==> config.mk <==
export PLATFORM = sky130hd
export DESIGN_NAME = ahb_sync_mem_bridge
export DESIGN_NICKNAME = d
export VERILOG_FILES = /design/src/rtl/ahb_sync_mem_bridge.sv
export SDC_FILE = /design/constraint.sdc
export NUM_CORES = 1
export LEC_CHECK = 0
export CAP_MARGIN = 20
export CORE_AREA = 2 2 99 101
export CTS_CLUSTER_SIZE = 12
export DETAILED_ROUTE_END_ITERATION = 10
export DIE_AREA = 0 0 101 103
export PLACE_DENSITY = 0.8
export SLEW_MARGIN = 20
export SYNTH_ARGS = -nofsm -noshare
export SYNTH_HDL_FRONTEND = slang
export SYNTH_SLANG_ARGS = --single-unit
==> constraint.sdc <==
create_clock -name clk -period 8.2 [get_ports clk]
set_input_delay 1.23 -clock clk [delete_from_list [all_inputs] [get_ports clk]]
set_output_delay 1.23 -clock clk [all_outputs]
set_load 0.02 [all_outputs]
==> src/rtl/ahb_sync_mem_bridge.sv <==
// AHB-Lite slave in front of a synchronous byte-writable memory. Reads go out in the
// address phase. A write that collides with a read is held in a one-entry buffer.
module ahb_sync_mem_bridge #(
  parameter int unsigned L2DEP = 12
) (
  input  logic                 clk,
  input  logic                 reset,
  input  logic                 hsel,
  input  logic [L2DEP+1:0]     haddr,
  input  logic [1:0]           htrans,
  input  logic                 hwrite,
  input  logic [2:0]           hsize,
  input  logic                 hready,
  input  logic [31:0]          hwdata,
  output logic                 hreadyout,
  output logic                 hresp,
  output logic [31:0]          hrdata,
  output logic                 mem_read,
  output logic                 mem_write,
  output logic [L2DEP-1:0]     mem_address,
  output logic [3:0]           mem_wstrobe,
  output logic [31:0]          mem_wdata,
  input  logic [31:0]          mem_rdata
);

  typedef enum logic [1:0] {StOkay, StErr1, StErr2} resp_state_e;

  resp_state_e state_q, state_d;

  logic             dp_valid_q, dp_valid_d;
  logic             dp_write_q, dp_write_d;
  logic             dp_err_q, dp_err_d;
  logic [L2DEP-1:0] dp_addr_q, dp_addr_d;
  logic [3:0]       dp_strb_q, dp_strb_d;

  logic             buf_valid_q, buf_valid_d;
  logic [L2DEP-1:0] buf_addr_q, buf_addr_d;
  logic [3:0]       buf_strb_q, buf_strb_d;
  logic [31:0]      buf_data_q, buf_data_d;

  logic       accept, illegal, rd_issue, rd_dp, wr_dp;
  logic       wr_direct, buf_load, buf_flush, fwd_hit;
  logic [3:0] strb;
  logic       unused_htrans;

  assign unused_htrans = htrans[0];

  always_comb begin
    illegal = 1'b0;
    strb    = 4'b0000;
    case (hsize)
      3'd0: strb = 4'b0001 << haddr[1:0];
      3'd1: begin
        illegal = haddr[0];
        strb    = haddr[1] ? 4'b1100 : 4'b0011;
      end
      3'd2: begin
        illegal = (haddr[1:0] != 2'b00);
        strb    = 4'b1111;
      end
      default: illegal = 1'b1;
    endcase
  end

  always_comb begin
    accept    = hsel & htrans[1] & hready;
    rd_issue  = accept & ~hwrite & ~illegal;
    rd_dp     = dp_valid_q & ~dp_write_q & ~dp_err_q;
    wr_dp     = dp_valid_q & dp_write_q & ~dp_err_q;
    // A write data phase only loses the port to a read; the buffer drains on the next free cycle.
    wr_direct = wr_dp & ~rd_issue;
    buf_load  = wr_dp & rd_issue;
    buf_flush = buf_valid_q & ~rd_issue & ~wr_direct;
    fwd_hit   = buf_valid_q & (buf_addr_q == dp_addr_q);
  end

  always_comb begin
    dp_valid_d = accept;
    dp_write_d = dp_write_q;
    dp_err_d   = dp_err_q;
    dp_addr_d  = dp_addr_q;
    dp_strb_d  = dp_strb_q;
    if (accept) begin
      dp_write_d = hwrite;
      dp_err_d   = illegal;
      dp_addr_d  = haddr[L2DEP+1:2];
      dp_strb_d  = strb;
    end

    buf_valid_d = buf_load | (buf_valid_q & ~buf_flush);
    buf_addr_d  = buf_addr_q;
    buf_strb_d  = buf_strb_q;
    buf_data_d  = buf_data_q;
    if (buf_load) begin
      buf_addr_d = dp_addr_q;
      buf_strb_d = dp_strb_q;
      buf_data_d = hwdata;
    end
  end

  always_comb begin
    state_d = state_q;
    unique case (state_q)
      StOkay:  if (accept && illegal) state_d = StErr1;
      StErr1:  state_d = StErr2;
      StErr2:  state_d = (accept && illegal) ? StErr1 : StOkay;
      default: state_d = StOkay;
    endcase
  end

  always_comb begin
    hreadyout   = reset | (state_q != StErr1);
    hresp       = ~reset & (state_q != StOkay);
    mem_read    = ~reset & rd_issue;
    mem_write   = ~reset & (wr_direct | buf_flush);
    mem_address = rd_issue ? haddr[L2DEP+1:2] : (wr_direct ? dp_addr_q : buf_addr_q);
    mem_wstrobe = 4'b0000;
    if (!reset && wr_direct) mem_wstrobe = dp_strb_q;
    else if (!reset && buf_flush) mem_wstrobe = buf_strb_q;
    mem_wdata = wr_direct ? hwdata : buf_data_q;
    hrdata    = 32'h0;
    if (!reset && rd_dp) begin
      for (int b = 0; b < 4; b++) begin
        hrdata[8*b +: 8] = (fwd_hit && buf_strb_q[b]) ? buf_data_q[8*b +: 8]
                                                       : mem_rdata[8*b +: 8];
      end
    end
  end

  always_ff @(posedge clk) begin
    if (reset) begin
      state_q     <= StOkay;
      dp_valid_q  <= 1'b0;
      buf_valid_q <= 1'b0;
    end else begin
      state_q     <= state_d;
      dp_valid_q  <= dp_valid_d;
      buf_valid_q <= buf_valid_d;
    end
  end

  always_ff @(posedge clk) begin
    dp_write_q <= dp_write_d;
    dp_err_q   <= dp_err_d;
    dp_addr_q  <= dp_addr_d;
    dp_strb_q  <= dp_strb_d;
    buf_addr_q <= buf_addr_d;
    buf_strb_q <= buf_strb_d;
    buf_data_q <= buf_data_d;
  end

endmodule
==> results of run 1 <==
[kinds of logic after synthesis]
family	count (synthesis)	synth area share [%]
AND/OR/NAND/NOR	89	13.42
multiplexers	44	12.42
flip-flops	70	53.30
buffers and inverters	34	6.048
AO/OA/AOI/OAI	93	13.00
XOR/XNOR	8	1.811
[how the worst max path moves through the flow]
stage,from,end,slack (ps),cells after the start
global placement,hsize[0],mem_wdata[23],2780,7
floorplan,hsize[0],buf_addr_q[0],1470,3
global route,hsize[0],mem_wdata[21],2560,7
CTS,hsize[0],mem_wdata[21],2730,7
detailed placement,hsize[0],mem_wdata[21],2730,7
finish,hsize[0],mem_wdata[23],2780,7
[worst register-to-register path, cell delays in order, from the launching register on]
cell and delay, ps:
edfxtp_1 400, nand3b_1 430, nor4_2 260, buf_4 590
[through the flow]
step	worst slack [ps]	util, %	instance area, um2
floorplan	1471	-	3869
global placement	2783	58.31	5515
detailed placement	2735	58.45	5529
CTS	2729	60.56	5728
global route	2565	60.67	5739
finish	2780	60.67	5739
[placed cells by master (no fill, tap or decap), types with 2 or more instances in the layout]
master           count
mux2i_1             12
edfxtp_1            66
dfxtp_1              4
clkdlybuf4s50_1    170
nor2b_1              5
nand3_1              9
xnor2_1              3
o21ai_0             47
nor2_1               8
nand4_1             33
nand2b_1             2
xor2_1               5
mux2_1               8
mux2_2              24
nor4_2               2
clkinv_2             3
buf_6                2
and3b_1              2
inv_1                6
clkbuf_8            10
nand2_1             17
a21oi_1             42
[power breakdown]
part           switching, mW  internal, mW
clock network          0.135         0.148
registers            0.00366         0.396
logic                 0.0277        0.0493
total                  0.166         0.593
[registers in the layout (all words and copies together), names as in the netlist]
name and flops:
dp_write_q 1, dp_addr_q 12, buf_data_q 32, dp_err_q 1, buf_addr_q 12, dp_strb_q 4, state_q 2, dp_valid_q 1
buf_strb_q 4, buf_valid_q 1
[layer usage]
layer / share of wire, % / vias up / global-route usage [%]
met5: 0 / - / 0
met4: 2.3 / 0 / 9.875
met3: 6.0 / 22 / 3.525
met2: 50 / 129 / 36.67
met1: 42 / 1635 / 25.55
li1: - / 1603 / -
[final cells by class]
class	instances	area (um2)
Tap cell	114	142.6
Timing Repair Buffer	173	1732
Sequential cell	70	2062
Inverter	6	22.52
Clock inverter	6	61.31
Multi-Input combinational cell	234	1582
Fill cell	814	3720
Clock buffer	10	137.6
==> qor.txt, run 1 <==
Most frequent cell after synthesis: edfxtp_1
GRT Util Overall: 21.03%
Post-Syn Area: 3869 um2
Post-cts hold buffer count: 0
CP Launch Type: primary input
Hpwl dp: 7815 um
Post-CTS setup buffers: 0
WHS Endpoint: buf_strb_q[3]
Hold WS: 458.8 ps
Core Area: 9459 um2
Pwr dens: 132.2 nW/um2
First-pass GRT wire length: 16960 um
Reg2reg path depth: 3
CP max-delay cell: nor3_4
Library cells used by synthesis: 35
Max-cap violations: 0
Synth top area share: 51.23%
CP delay by family, top: simple AND/OR/NAND/NOR gates
Post-synthesis async set-or-reset flop share: 0%
Cell count after synthesis: 338
Layout cells sized above 1: 10.82%
Worst hold path startpoint: dp_strb_q[3]
RSZ-0062 raised after global routing: no
Post-synth top area cell: edfxtp_1
Count of final hold-check violations: 0
Critical R2R Launch: dp_err_q
Total placed cells including tap cells: 596
Pwr Total: 758.8 uW
Worst EP required: 6970 ps
DRT iter0 DRCs: 121
Period utilization: 66.10%
Vias: 3389
Finished Layout Cells: 613
Diodes inserted: 0
Die ar.: 10400 um2
Register area share after synthesis: 53.30%
Cell mode on critical path: clkdlybuf4s50_1
Critical path buffers and inverters: 2
# IOs: 172
Post-route minimum period: 5420 ps
Final WL: 10990 um
Hold Path Class: register to register
Clock Tree Buf Depth: 2
Cts bufs inserted: 9
R2r setup slk: 6140 ps
Starting density of the core: 40.90%
Fmax: 184.5 MHz
Clock Skews: 7.915 ps
Critical path type: primary input to output port
Syn Area/Cell: 11.45 um2
Vias in the first global route: 3377
Least-Margin Pin Slew: 930.7 ps
CTS clk-pin slew, worst paths: 80 ps
#FFs+latches synth: 70
Status: finished clean
Die Height: 103 um
Syn nets: 426
DRC violations left: 0
Post-synth top cells: edfxtp_1, o21ai_0, a21oi_1, nand4_1, mux2_2
Vias per Instance: 5.529
Clock Root Buffer: clkbuf_8
Cell row count: 36
Clk sinks: 70
IO buf count: 170
Main area contributors after synthesis: edfxtp_1, mux2_2, o21ai_0
Max transition margin: 37.80%
Setup tns final: 0 ps
Maximum number of pins on one net before global-route repair: 49
Total number of yosys warnings: 0
Hold Path Stages: 0
Reg2reg end: buf_data_q[26]
CTS-repair resized insts: 0
Critical path endpoint category: output port
CTS tree: done
Max incr delay on CP: 710 ps
Number of flops mapped to enable cells by yosys: 66
Worst ir drop on vdd: 0.00009524 V
Cell chain of the critical path: clkdlybuf4s50_1 > nor3_2 > o21bai_2 > nor3_4 > nor2_4 > mux2_1 > clkdlybuf4s50_1
# setup viols final: 0
Leakage power: 1.897 nW
Number of antenna violations at the first check in global routing: 0
H-tree Lvls: 3
Clk_lat worst skew: 350 ps
Drt wl/cell: 17.93 um
Crit path max fanout: 32
DRT antenna net count: 0
Nets: 582
Chip Width: 101 um
Post-synth top flop: edfxtp_1
Max-slew violations: 0
Remaining Overflow, GRT: 0
Crit path DAT: 4190 ps
Area grow syn2layout: 48.35%
Drt first pass iters: 4
RD Place Congestion: 0.8167
(Power assumes the default switching activity.)
==> run 2: changes to the inputs <==
clock period = 5.2 ns   (was 8.2 ns; I/O delays follow)
==> run 2 against run 1 <==
  * Worst hold slack worse by 9.0 ps
  * Critical endpoint is now mem_wdata[15]
  * Critical path type unchanged
  * Cell area is 0.76% higher
  * Routed wire length is 1.5% higher
  * Clock-buffer cell count is 1 lower
  * Largest power group unchanged
==> qor.txt, run 2 (same netlist as run 1, synthesis figures left out) <==
CP Launch Type: primary input
Die ar.: 10400 um2 (unchanged)
Die Height: 103 um (unchanged)
Psw: 254.5 uW (+53%)
Remaining Overflow, GRT: 0 (unchanged)
Pwr Total: 1.223 mW (+61%)
Worst EP required: 4420 ps (-2550 ps)
Chip Width: 101 um (unchanged)
IO buf count: 170 (unchanged)
Drt wl/cell: 18.09 um (+0.87%)
Cell mode on critical path: clkdlybuf4s50_1
Post-route minimum period: 4402 ps
# setup viols final: 0 (unchanged)
CTS-repair resized insts: 0 (unchanged)
CTS clk-pin slew, worst paths: 70 ps (about the same)
CTS tree: done
Worst ir drop on vdd: 0.0001313 V (+38%)
Leakage power: 1.921 nW (+1.3%)
DRT antenna net count: 0 (unchanged)
Cell chain of the critical path: clkdlybuf4s50_1 > a21oi_1 > o21bai_2 > nor3_4 > nor2_4 > buf_4 > mux2_2 > clkdlybuf4s50_1
Worst hold path startpoint: dp_strb_q[0]
Post-cts hold buffer count: 0 (unchanged)
Biggest register: buf_data_q
Cts bufs inserted: 9 (unchanged)
Core Area: 9459 um2 (unchanged)
Pwr dens: 211.5 nW/um2 (+60%)
CP Launch Point: hsize[0]
Max transition margin: 53.52% (+16 points)
Critical path buffers and inverters: 3 (+1)
Starting density of the core: 40.90% (unchanged)
Post-CTS setup buffers: 0 (unchanged)
Maximum number of pins on one net before global-route repair: 49 (unchanged)
Crit path DAT: 3620 ps (-570 ps)
CP delay by family, top: buffers and inverters
Period utilization: 84.65%
Diodes inserted: 0 (unchanged)
Clock Skews: 7.946 ps (+0.03058 ps)
Final WL: 11160 um (+1.5%)
Crit path max fanout: 19 (-41%)
Most frequent cells in the layout: clkdlybuf4s50_1, edfxtp_1, o21ai_0
Max incr delay on CP: 570 ps (-140 ps)
Internal power: 968.5 uW (+63%)
First-pass GRT wire length: 16970 um (about the same)
Critical path endpoint category: output port
Largest registers in the final layout: buf_data_q (32), buf_addr_q (12), dp_addr_q (12)
Least-Margin Pin Slew: 696.5 ps (-234.3 ps)
Hpwl dp: 7961 um (+1.9%)
Critical R2R Launch: dp_err_q
Clk sinks: 70 (unchanged)
Most common cell after layout, fill and taps aside: clkdlybuf4s50_1
Drt first pass iters: 4 (unchanged)
Critical path type: primary input to output port
# IOs: 172 (unchanged)
Clock Tree Buf Depth: 2 (unchanged)
Switching Share: 20.81% (-1.1 points)
Number of antenna violations at the first check in global routing: 0 (unchanged)
Combinational Power Share: 10.1% (about the same)
Max FFs per register: 32 (unchanged)
Fmax: 227.2 MHz
Vias in the first global route: 3354 (-0.68%)
DRT iter0 DRCs: 178 (+47%)
Count of final hold-check violations: 0 (unchanged)
H-tree Lvls: 3 (unchanged)
RD Place Congestion: 0.8253 (+1.1%)
CP max-delay cell: clkdlybuf4s50_1
Max-cap violations: 0 (unchanged)
Vias per Instance: 5.486 (-0.77%)
Vias: 3385 (-0.12%)
Area grow syn2layout: 49.48%
Layout cells sized above 1: 11.13% (+0.31 points)
Clk_lat worst skew: 340 ps (about the same)
GRT Util Overall: 20.99% (-0.045 points)
Clock Root Buffer: clkbuf_8
Max-slew violations: 0 (unchanged)
Setup tns final: 0 ps (unchanged)
Nets: 586 (+0.69%)
Status: finished clean
RSZ-0062 raised after global routing: no
Cell row count: 36 (unchanged)
Hold Path Class: register to register
DRC violations left: 0 (unchanged)
Clock power frac: 38.4% (+1.2 points)
Sequential power share: 51.5% (-1.1 points)
run 2: worst paths after layout:
path,cells after the start,end,slack (ps)
worst min register to register,0,buf_strb_q[0],450
worst min-delay path,0,buf_strb_q[0],450
worst max register to register,4,buf_data_q[24],3200
worst max-delay path,8,mem_wdata[15],800
run 2: worst register-to-register path: stages (launching register included):
cell	delay, ps
edfxtp_1	390
nand3b_1	230
buf_4	270
nor4_4	150
buf_4	580
run 2: power by group through the flow:
| stage | clock network, mW | logic [mW] | registers, mW |
|---|---|---|---|
| 5_1_grt | 0.507 | 0.132 | 0.630 |
| 3_3_place_gp | 0 | 0.119 | 0.641 |
| 6_report | 0.470 | 0.123 | 0.629 |
| 2_1_floorplan | 0 | 0.0352 | 0.641 |
| 4_1_cts | 0.480 | 0.123 | 0.629 |
| 3_5_place_dp | 0 | 0.122 | 0.642 |
run 2: area by class of cell:
type,instances,area (um2)
fillers,796,3676
clock buffers,9,123.9
flip-flops and latches,70,2062
multi-input cells,234,1589
inverters,6,22.52
clock inverters,7,88.84
repair buffers,177,1754
well taps,114,142.6
run 2: metal layers:
layer | track usage, % | vias to the layer above | share of wire, %
met2 | 37.59 | 139 | 51
met5 | 0 | - | 0
li1 | - | 1610 | -
met3 | 3.254 | 15 | 5.6
met1 | 26.04 | 1621 | 41
met4 | 6.965 | 0 | 1.6
run 2: stage by stage:
| step | area [um2] | setup slack [ps] | utilization (%) | hold WS, ps | std cells |
|---|---|---|---|---|---|
| floorplan | 3875 | 925.4 | - | 426.2 | 338 |
| global route | 5783 | 662.8 | 61.14 | 469.6 | 617 |
| global placement | 5569 | 860.6 | 58.88 | 432.1 | 601 |
| CTS | 5782 | 797.5 | 61.12 | 450.5 | 617 |
| detailed placement | 5569 | 798.2 | 58.88 | 434.3 | 601 |
| finish | 5783 | 798.4 | 61.14 | 449.8 | 617 |
